`config.mk`:
```
export PLATFORM = sky130hd
export DESIGN_NAME = write_ctrl
export DESIGN_NICKNAME = d
export VERILOG_FILES = /design/src/rtl/write_ctrl.sv
export SDC_FILE = /design/constraint.sdc
export NUM_CORES = 1
export LEC_CHECK = 0
export CAP_MARGIN = 20
export CORE_MARGIN = 1.5
export CORE_UTILIZATION = 39
export CTS_CLUSTER_DIAMETER = 200
export DETAILED_ROUTE_END_ITERATION = 8
export GPL_TIMING_DRIVEN = 0
export PLACE_DENSITY = 0.77
export SYNTH_ARGS = -nofsm -noshare
export SYNTH_HDL_FRONTEND = slang
export SYNTH_SLANG_ARGS = --single-unit
```
`constraint.sdc`:
```
create_clock -name ACLK -period 2 [get_ports ACLK]
set_input_delay 0.2 -clock ACLK [delete_from_list [all_inputs] [get_ports ACLK]]
set_output_delay 0.2 -clock ACLK [all_outputs]
set_load 0.02 [all_outputs]
```
`src/rtl/write_ctrl.sv`:
```
// rtl/write_ctrl.sv - M1 write-channel route controller: AW decode, route hold through W/B, WLAST length check.
// Optional built-in default slave for unmapped addresses enabled by defining AXI_DEFSLV_EN.
module write_ctrl #(
  parameter logic [31:0] S1_BASE = 32'h0000_0000,
  parameter logic [31:0] S1_MASK = 32'hFFFF_C000,
  parameter logic [31:0] S2_BASE = 32'h0001_0000,
  parameter logic [31:0] S2_MASK = 32'hFFFF_0000,
  parameter logic [31:0] S3_BASE = 32'h0002_0000,
  parameter logic [31:0] S3_MASK = 32'hFFFF_0000,
  parameter logic [31:0] S4_BASE = 32'h1000_0000,
  parameter logic [31:0] S4_MASK = 32'hFFFF_FC00,
  parameter logic [31:0] S5_BASE = 32'h2000_0000,
  parameter logic [31:0] S5_MASK = 32'hFFE0_0000
) (
  input  logic        ACLK,
  input  logic        ARESETn,
  input  logic        AWVALID_M1,
  input  logic [31:0] AWADDR_M1,
  input  logic [3:0]  AWLEN_M1,
  input  logic        AWREADY_M1,
  input  logic        WVALID_M1,
  input  logic        WREADY_M1,
  input  logic        WLAST_M1,
  input  logic        BVALID_M1,
  input  logic        BREADY_M1,
  output logic [3:0]  AW_arbiter,
  output logic        cs_w,
  output logic        busy,
  output logic        len_err,
  output logic        AWREADY_DEF,
  output logic        WREADY_DEF,
  output logic        BVALID_DEF,
  output logic [1:0]  BRESP_DEF
);

  localparam logic [3:0] C_NONE = 4'b0000;
  localparam logic [3:0] C_S1   = 4'b0101;
  localparam logic [3:0] C_S2   = 4'b0111;
  localparam logic [3:0] C_S3   = 4'b1001;
  localparam logic [3:0] C_S4   = 4'b1011;
  localparam logic [3:0] C_S5   = 4'b1101;
  localparam logic [3:0] C_DEF  = 4'b1111;

  typedef enum logic [1:0] {IDLE, ADDR, DATA, RESP} state_t;

  state_t     state, state_n;
  logic [3:0] arb_n;
  logic       cs_n;
  logic [3:0] cnt, cnt_n;
  logic [3:0] len_q, len_n;
  logic       lerr_n;
  logic [3:0] dec_code;

  // Windows are checked in priority order; anything unmatched falls to the default code.
  function automatic logic [3:0] decode(input logic [31:0] a);
    if ((a & S1_MASK) == S1_BASE) return C_S1;
    if ((a & S2_MASK) == S2_BASE) return C_S2;
    if ((a & S3_MASK) == S3_BASE) return C_S3;
    if ((a & S4_MASK) == S4_BASE) return C_S4;
    if ((a & S5_MASK) == S5_BASE) return C_S5;
    return C_DEF;
  endfunction

  assign dec_code = decode(AWADDR_M1);

  always_ff @(posedge ACLK or negedge ARESETn) begin
    if (!ARESETn) begin
      state      <= IDLE;
      AW_arbiter <= C_NONE;
      cs_w       <= 1'b0;
      cnt        <= 4'd0;
      len_q      <= 4'd0;
      len_err    <= 1'b0;
    end else begin
      state      <= state_n;
      AW_arbiter <= arb_n;
      cs_w       <= cs_n;
      cnt        <= cnt_n;
      len_q      <= len_n;
      len_err    <= lerr_n;
    end
  end

  always_comb begin
    state_n = state;
    arb_n   = AW_arbiter;
    cs_n    = cs_w;
    cnt_n   = cnt;
    len_n   = len_q;
    lerr_n  = len_err;
    case (state)
      IDLE: begin
        arb_n = C_NONE;
        cs_n  = 1'b0;
`ifdef AXI_DEFSLV_EN
        if (AWVALID_M1) begin
          arb_n   = dec_code;
          state_n = ADDR;
        end
`else
        // Unmapped requests are never routed; the master has to withdraw them.
        if (AWVALID_M1 && dec_code != C_DEF) begin
          arb_n   = dec_code;
          state_n = ADDR;
        end
`endif
      end
      ADDR: begin
        if (AWVALID_M1 && AWREADY_M1) begin
          len_n   = AWLEN_M1;
          cnt_n   = 4'd0;
          cs_n    = 1'b1;
          state_n = DATA;
        end
      end
      DATA: begin
        if (WVALID_M1 && WREADY_M1) begin
          cnt_n = cnt + 4'd1;
          // cnt still holds the beats before this one, so a correct last beat sees cnt == AWLEN.
          if (WLAST_M1) begin
            if (cnt != len_q) lerr_n = 1'b1;
            state_n = RESP;
          end
        end
      end
      RESP: begin
        if (BVALID_M1 && BREADY_M1) begin
          arb_n   = C_NONE;
          cs_n    = 1'b0;
          state_n = IDLE;
        end
      end
      default: state_n = IDLE;
    endcase
  end

  assign busy = (state != IDLE);

`ifdef AXI_DEFSLV_EN
  logic def_sel;
  assign def_sel     = (AW_arbiter == C_DEF);
  assign AWREADY_DEF = def_sel && (state == ADDR);
  assign WREADY_DEF  = def_sel && (state == DATA);
  assign BVALID_DEF  = def_sel && (state == RESP);
  assign BRESP_DEF   = (def_sel && state == RESP) ? 2'b11 : 2'b00;
`else
  assign AWREADY_DEF = 1'b0;
  assign WREADY_DEF  = 1'b0;
  assign BVALID_DEF  = 1'b0;
  assign BRESP_DEF   = 2'b00;
`endif

endmodule

```
# Word level (Yosys, flattened, before mapping)
# Cells that the tools add are included.
# word_totals
out_inout_bits	12
register_bits	16
inputBits	45
# op_classes
n_reduce_logical	16
addsub	1
mux	40
eq_ne	14
# op_table
cell	n
$mux W4	14
$logic_not A32 Y1	1
$eq A22 B19 Y1 const B	1
$mux W1	17
$eq A16 B1 Y1 const B	1
$eq A16 B2 Y1 const B	1
$pmux W4 S2	2
$eq A11 B9 Y1 const B	1
$mux W2	5
$ne A2 B2 Y1 const B	5
$pmux W2 S4	1
$reduce_and A3 Y1	2
$reduce_bool A2 Y1	3
$reduce_and A5 Y1	1
$add A4 B1 Y4 const B	1
$eq A2 B2 Y1 const B	2
$logic_and A1 B1 Y1	4
$ne A4 B4 Y1	1
$ne A4 B4 Y1 const B	1
$reduce_and A2 Y1	2
$reduce_and A4 Y1	1
$pmux W1 S3	1
$reduce_bool A3 Y1	1
$eq A2 B1 Y1 const B	1
$logic_not A2 Y1	1

# Depth between registers and ports, before layout
# depth
ltp_word	21
ltp_mapped	7
mapped_depth_nobuf	7

# Worst setup path before layout
# Ideal clock, no wire load.
# synth_path
path_type	reg2reg
from	register state[0]
to	register state[1]
setup_slack_ns	0.385
path_stages_with_launch	8
synth_period_minus_slack_ns	1.615
t_arrival_ns	1.480
t_required_ns	1.865
setup_ns	0.135
cell_sequence	dfrtp_1 > inv_1 > ha_1 > clkbuf_1 > a22oi_1 > o221a_2 > mux2i_1 > mux2i_1
# synth_between
elab_chain_len	3
elab_cells_between_ends	11
cone_classes	8 x eq/ne; 1 x mux; 2 x reduce/logical
# synth_rtl
element	line_no	source
start, declared	46	state_t state, state_n;
start signal, assigned	75	state <= state_n;
$eq A2 B2 Y1, or another cell as far along	91	case (state)
$ne A2 B2 Y1 (no source line)	-	
$reduce_and A5 Y1 (no source line)	-	
# Several ways; a longest one is shown, not always the timed one.
# A chain may end at the register's enable or synchronous reset.

# Worst setup path after layout
# Ends and elaborated chain as after synthesis.

==> key figures <==
Place
  – Port Buffer Count: between 40 and 50
  – Placed cells: between 150 and 200
  – Dpl cell area: 1570 sq um
  – Hpwl dp: between 2000 and 2500 um
  – Placer Congestion: approximately 0.83

Routing
  – Remaining DRCs: 0
  – Total wire length: 2530 um
  – Wirelength per Cell: about 13 um
  – Vias/cell: 5.35
  – DRT iter0 DRCs: 23
  – Met2 WL: about 1300 um
  – Wl on met1: ~970 um
  – Final ANT Viol Nets: 0
  – Routed wl met3: approximately 180 um
  – First drt pass iteration count: 4
  – Vias: around 1100
  – Top layer in use: met4

Power
  – Total power: roughly 0.0012 W
  – P per Cell Area: approximately 760 nW/um^2
  – Leakage: 0.732 nW
  – Peak VDD IR: between 0.5 and 0.6 mV

CTS
  – TritonCTS Buffers: 3
  – TritonCTS clock tree: done
  – Clk sinks: 16
  – Clock latency on the worst-skew pair: 0.30 ns
  – Post_cts resized: 0
  – Clock tree root driver cell: clkbuf_4
  – CTS Buffer Depth: 2
  – Cts hold-fix bufs: 0
  – Number of H-tree levels: 1
  – Clock transition at the registers of the reported paths: 0.10 ns
  – Postcts setup bufs: 0

STA
  – Slew @ Worst Pin: 0.715 ns
  – Fin Hold WS: ~0.32 ns
  – # setup viols final: 0
  – Max frequency: 543 MHz
  – Max-slew headroom at the worst pin: 0.522
  – RSZ-0062 raised after global routing: no
  – Slew Limit Fails: 0
  – TNS Setup: 0 ns
  – Clock Skew: approximately 0.004 ns
  – Final Hold Viols: 0
  – Part of the cycle the worst path needs: 0.921
  – Crit path time final: approximately 1.8 ns

Global route
  – Largest net degree at the start of global routing: 17
  – Gr usage total: 0.163
  – Vias in the first global route: between 1000 and 1500
  – First-pass GRT wire length: between 4000 and 5000 um
  – Initial antenna violation count: 0
  – Gr ovfl total: 0

Synthesis
  – Synth Flop Type: dfrtp_1
  – Cells after synthesis: roughly 120
  – Post-synthesis average cell area: 9.32 sq um
  – Asr flop ratio synth: 1.00
  – EDFF count, synth: 0
  – Netlist cell types: 38
  – Sequential area share after synthesis: 0.361
  – Cell Area, Synth: between 1000 and 1500 sq um
  – Yosys warns: 0
  – #FFs+latches synth: 16

Worst setup path
  – Worst reg2reg path depth: 7
  – Worst-path maximum fanout: 8
  – Buffers and inverters on the worst path: 2
  – Crit path cell chain: inv_1 > ha_1 > clkbuf_1 > a22oi_2 > o221a_2 > mux2i_1 > mux2i_1
  – CP most frequent cell: mux2i_1
  – Crit path DAT: 2.02 ns
  – Critical Path End Type: flop
  – CP Class: reg2reg
  – Required @ worst endpoint: ~2.2 ns
  – CP top delay family: compound AO/OA/AOI/OAI gates
  – Cell at the slowest stage of the critical path: dfrtp_1
  – Max incr delay on CP: around 0.42 ns
  – WP depth: 7
  – FF-to-FF setup slack: roughly 0.16 ns
  – Critical path startpoint category: flop

Floorplan
  – Site Rows: 19
  – Core area: 2730 sq um
  – Die X: around 56 um
  – Area of the die: 3170 sq um
  – Initial Util: 0.405
  – Ports: between 50 and 60
  – Die Y-Extent: between 50 and 60 um

Outcome
  – Status: finished, final reports clean

Layout
  – Layout cells sized above 1: 0.137
  – ANT cells: 0
  – Layout Nets: around 220
  – Fin area: around 1600 sq um
  – Synthesis-to-layout area growth: 45.8%
  – Fin cells: 199

Run
  – Max cap viols: 0

Min path
  – HP Class: in2async
[per-stage QoR]
step	util	setup WS, ns
6_report	0.591	0.158
5_1_grt	0.591	0.0628
4_1_cts	0.589	0.0408
3_5_place_dp	0.575	0.0854
3_3_place_gp	0.575	0.0603
2_1_floorplan	-	0.385
[placed cells by master (no fill, tap or decap), types with 2 or more instances in the layout]
cell / instances
nand3_1: 3
conb_1: 5
nor4_1: 4
xnor2_1: 4
nor2_1: 9
mux2i_1: 2
dfrtp_1: 16
o31ai_1: 2
a21oi_1: 3
clkdlybuf4s50_1: 40
clkbuf_4: 3
nor4_4: 2
a22o_1: 3
inv_1: 6
buf_4: 5
o21ai_0: 3
a31oi_1: 4
nand4_1: 4
ha_1: 5
nor3_1: 5
a21o_1: 2
mux2_2: 4
nand2_1: 15
[final timing paths]
check,endpoint,startpoint
min reg2reg,AW_arbiter[2],AW_arbiter[2]
min in group ACLK,AW_arbiter[2],AW_arbiter[2]
min,cnt[0],ARESETn
max,state[1],state[0]
max in group asynchronous,len_q[2],ARESETn
max reg2reg,state[1],state[0]
[logic make-up (layout without fill, tap and decap cells)]
| group | count (synthesis) | count (layout) | synth area share |
|---|---|---|---|
| adder cells (fa/ha/maj) | 5 | 5 | 0.0564 |
| multiplexers | 6 | 6 | 0.0587 |
| AND/OR/NAND/NOR | 49 | 49 | 0.252 |
| other | 1 | 5 | 0.00338 |
| AO/OA/AOI/OAI | 26 | 26 | 0.179 |
| flip-flops | 16 | 16 | 0.361 |
| buffers and inverters | 12 | 57 | 0.0576 |
| XOR/XNOR | 4 | 4 | 0.0316 |
[routing by layer]
metal,global-route usage,up-vias
li1,-,530
met1,0.177,489
met2,0.308,40
met3,0.0323,5
met4,0.0612,0
met5,0,-
[sequential cells by signal (all words and copies together) (netlist names)]
register and flops:
len_err 1, state 2, cnt 4, len_q 4, AW_arbiter 4, cs_w 1
[cell type report]
| class | count | area (sq um) |
|---|---|---|
| clock buffers | 4 | 36.3 |
| fillers | 252 | 1120 |
| plain buffers | 6 | 41.3 |
| repair buffers | 41 | 413 |
| multi-input cells | 95 | 664 |
| inverters | 6 | 22.5 |
| well taps | 31 | 38.8 |
| flip-flops and latches | 16 | 400 |
[synth_stat cells, types with 2 or more instances]
cell / instances / share of area
dfrtp_1: 16 / 0.36
nand2_1: 15 / 0.051
nor2_1: 9 / 0.030
inv_1: 6 / 0.020
buf_4: 5 / 0.034
ha_1: 5 / 0.056
nor3_1: 5 / 0.023
a31oi_1: 4 / 0.023
mux2_2: 4 / 0.041
nand4_1: 4 / 0.023
nor4_1: 4 / 0.023
xnor2_1: 4 / 0.032
a21oi_1: 3 / 0.014
a22o_1: 3 / 0.024
nand3_1: 3 / 0.014
o21ai_0: 3 / 0.014
a21o_1: 2 / 0.014
mux2i_1: 2 / 0.018
nor4_4: 2 / 0.038
o31ai_1: 2 / 0.014
[power breakdown]
group          leakage [nW]  total (W)  internal (W)  switching (W)
clock                0.0210   0.000219      0.000111       0.000108
sequential            0.222   0.000431      0.000381      0.0000502
combinational         0.488   0.000581      0.000279       0.000302
No activity file was read; power rests on OpenSTA's default activity.
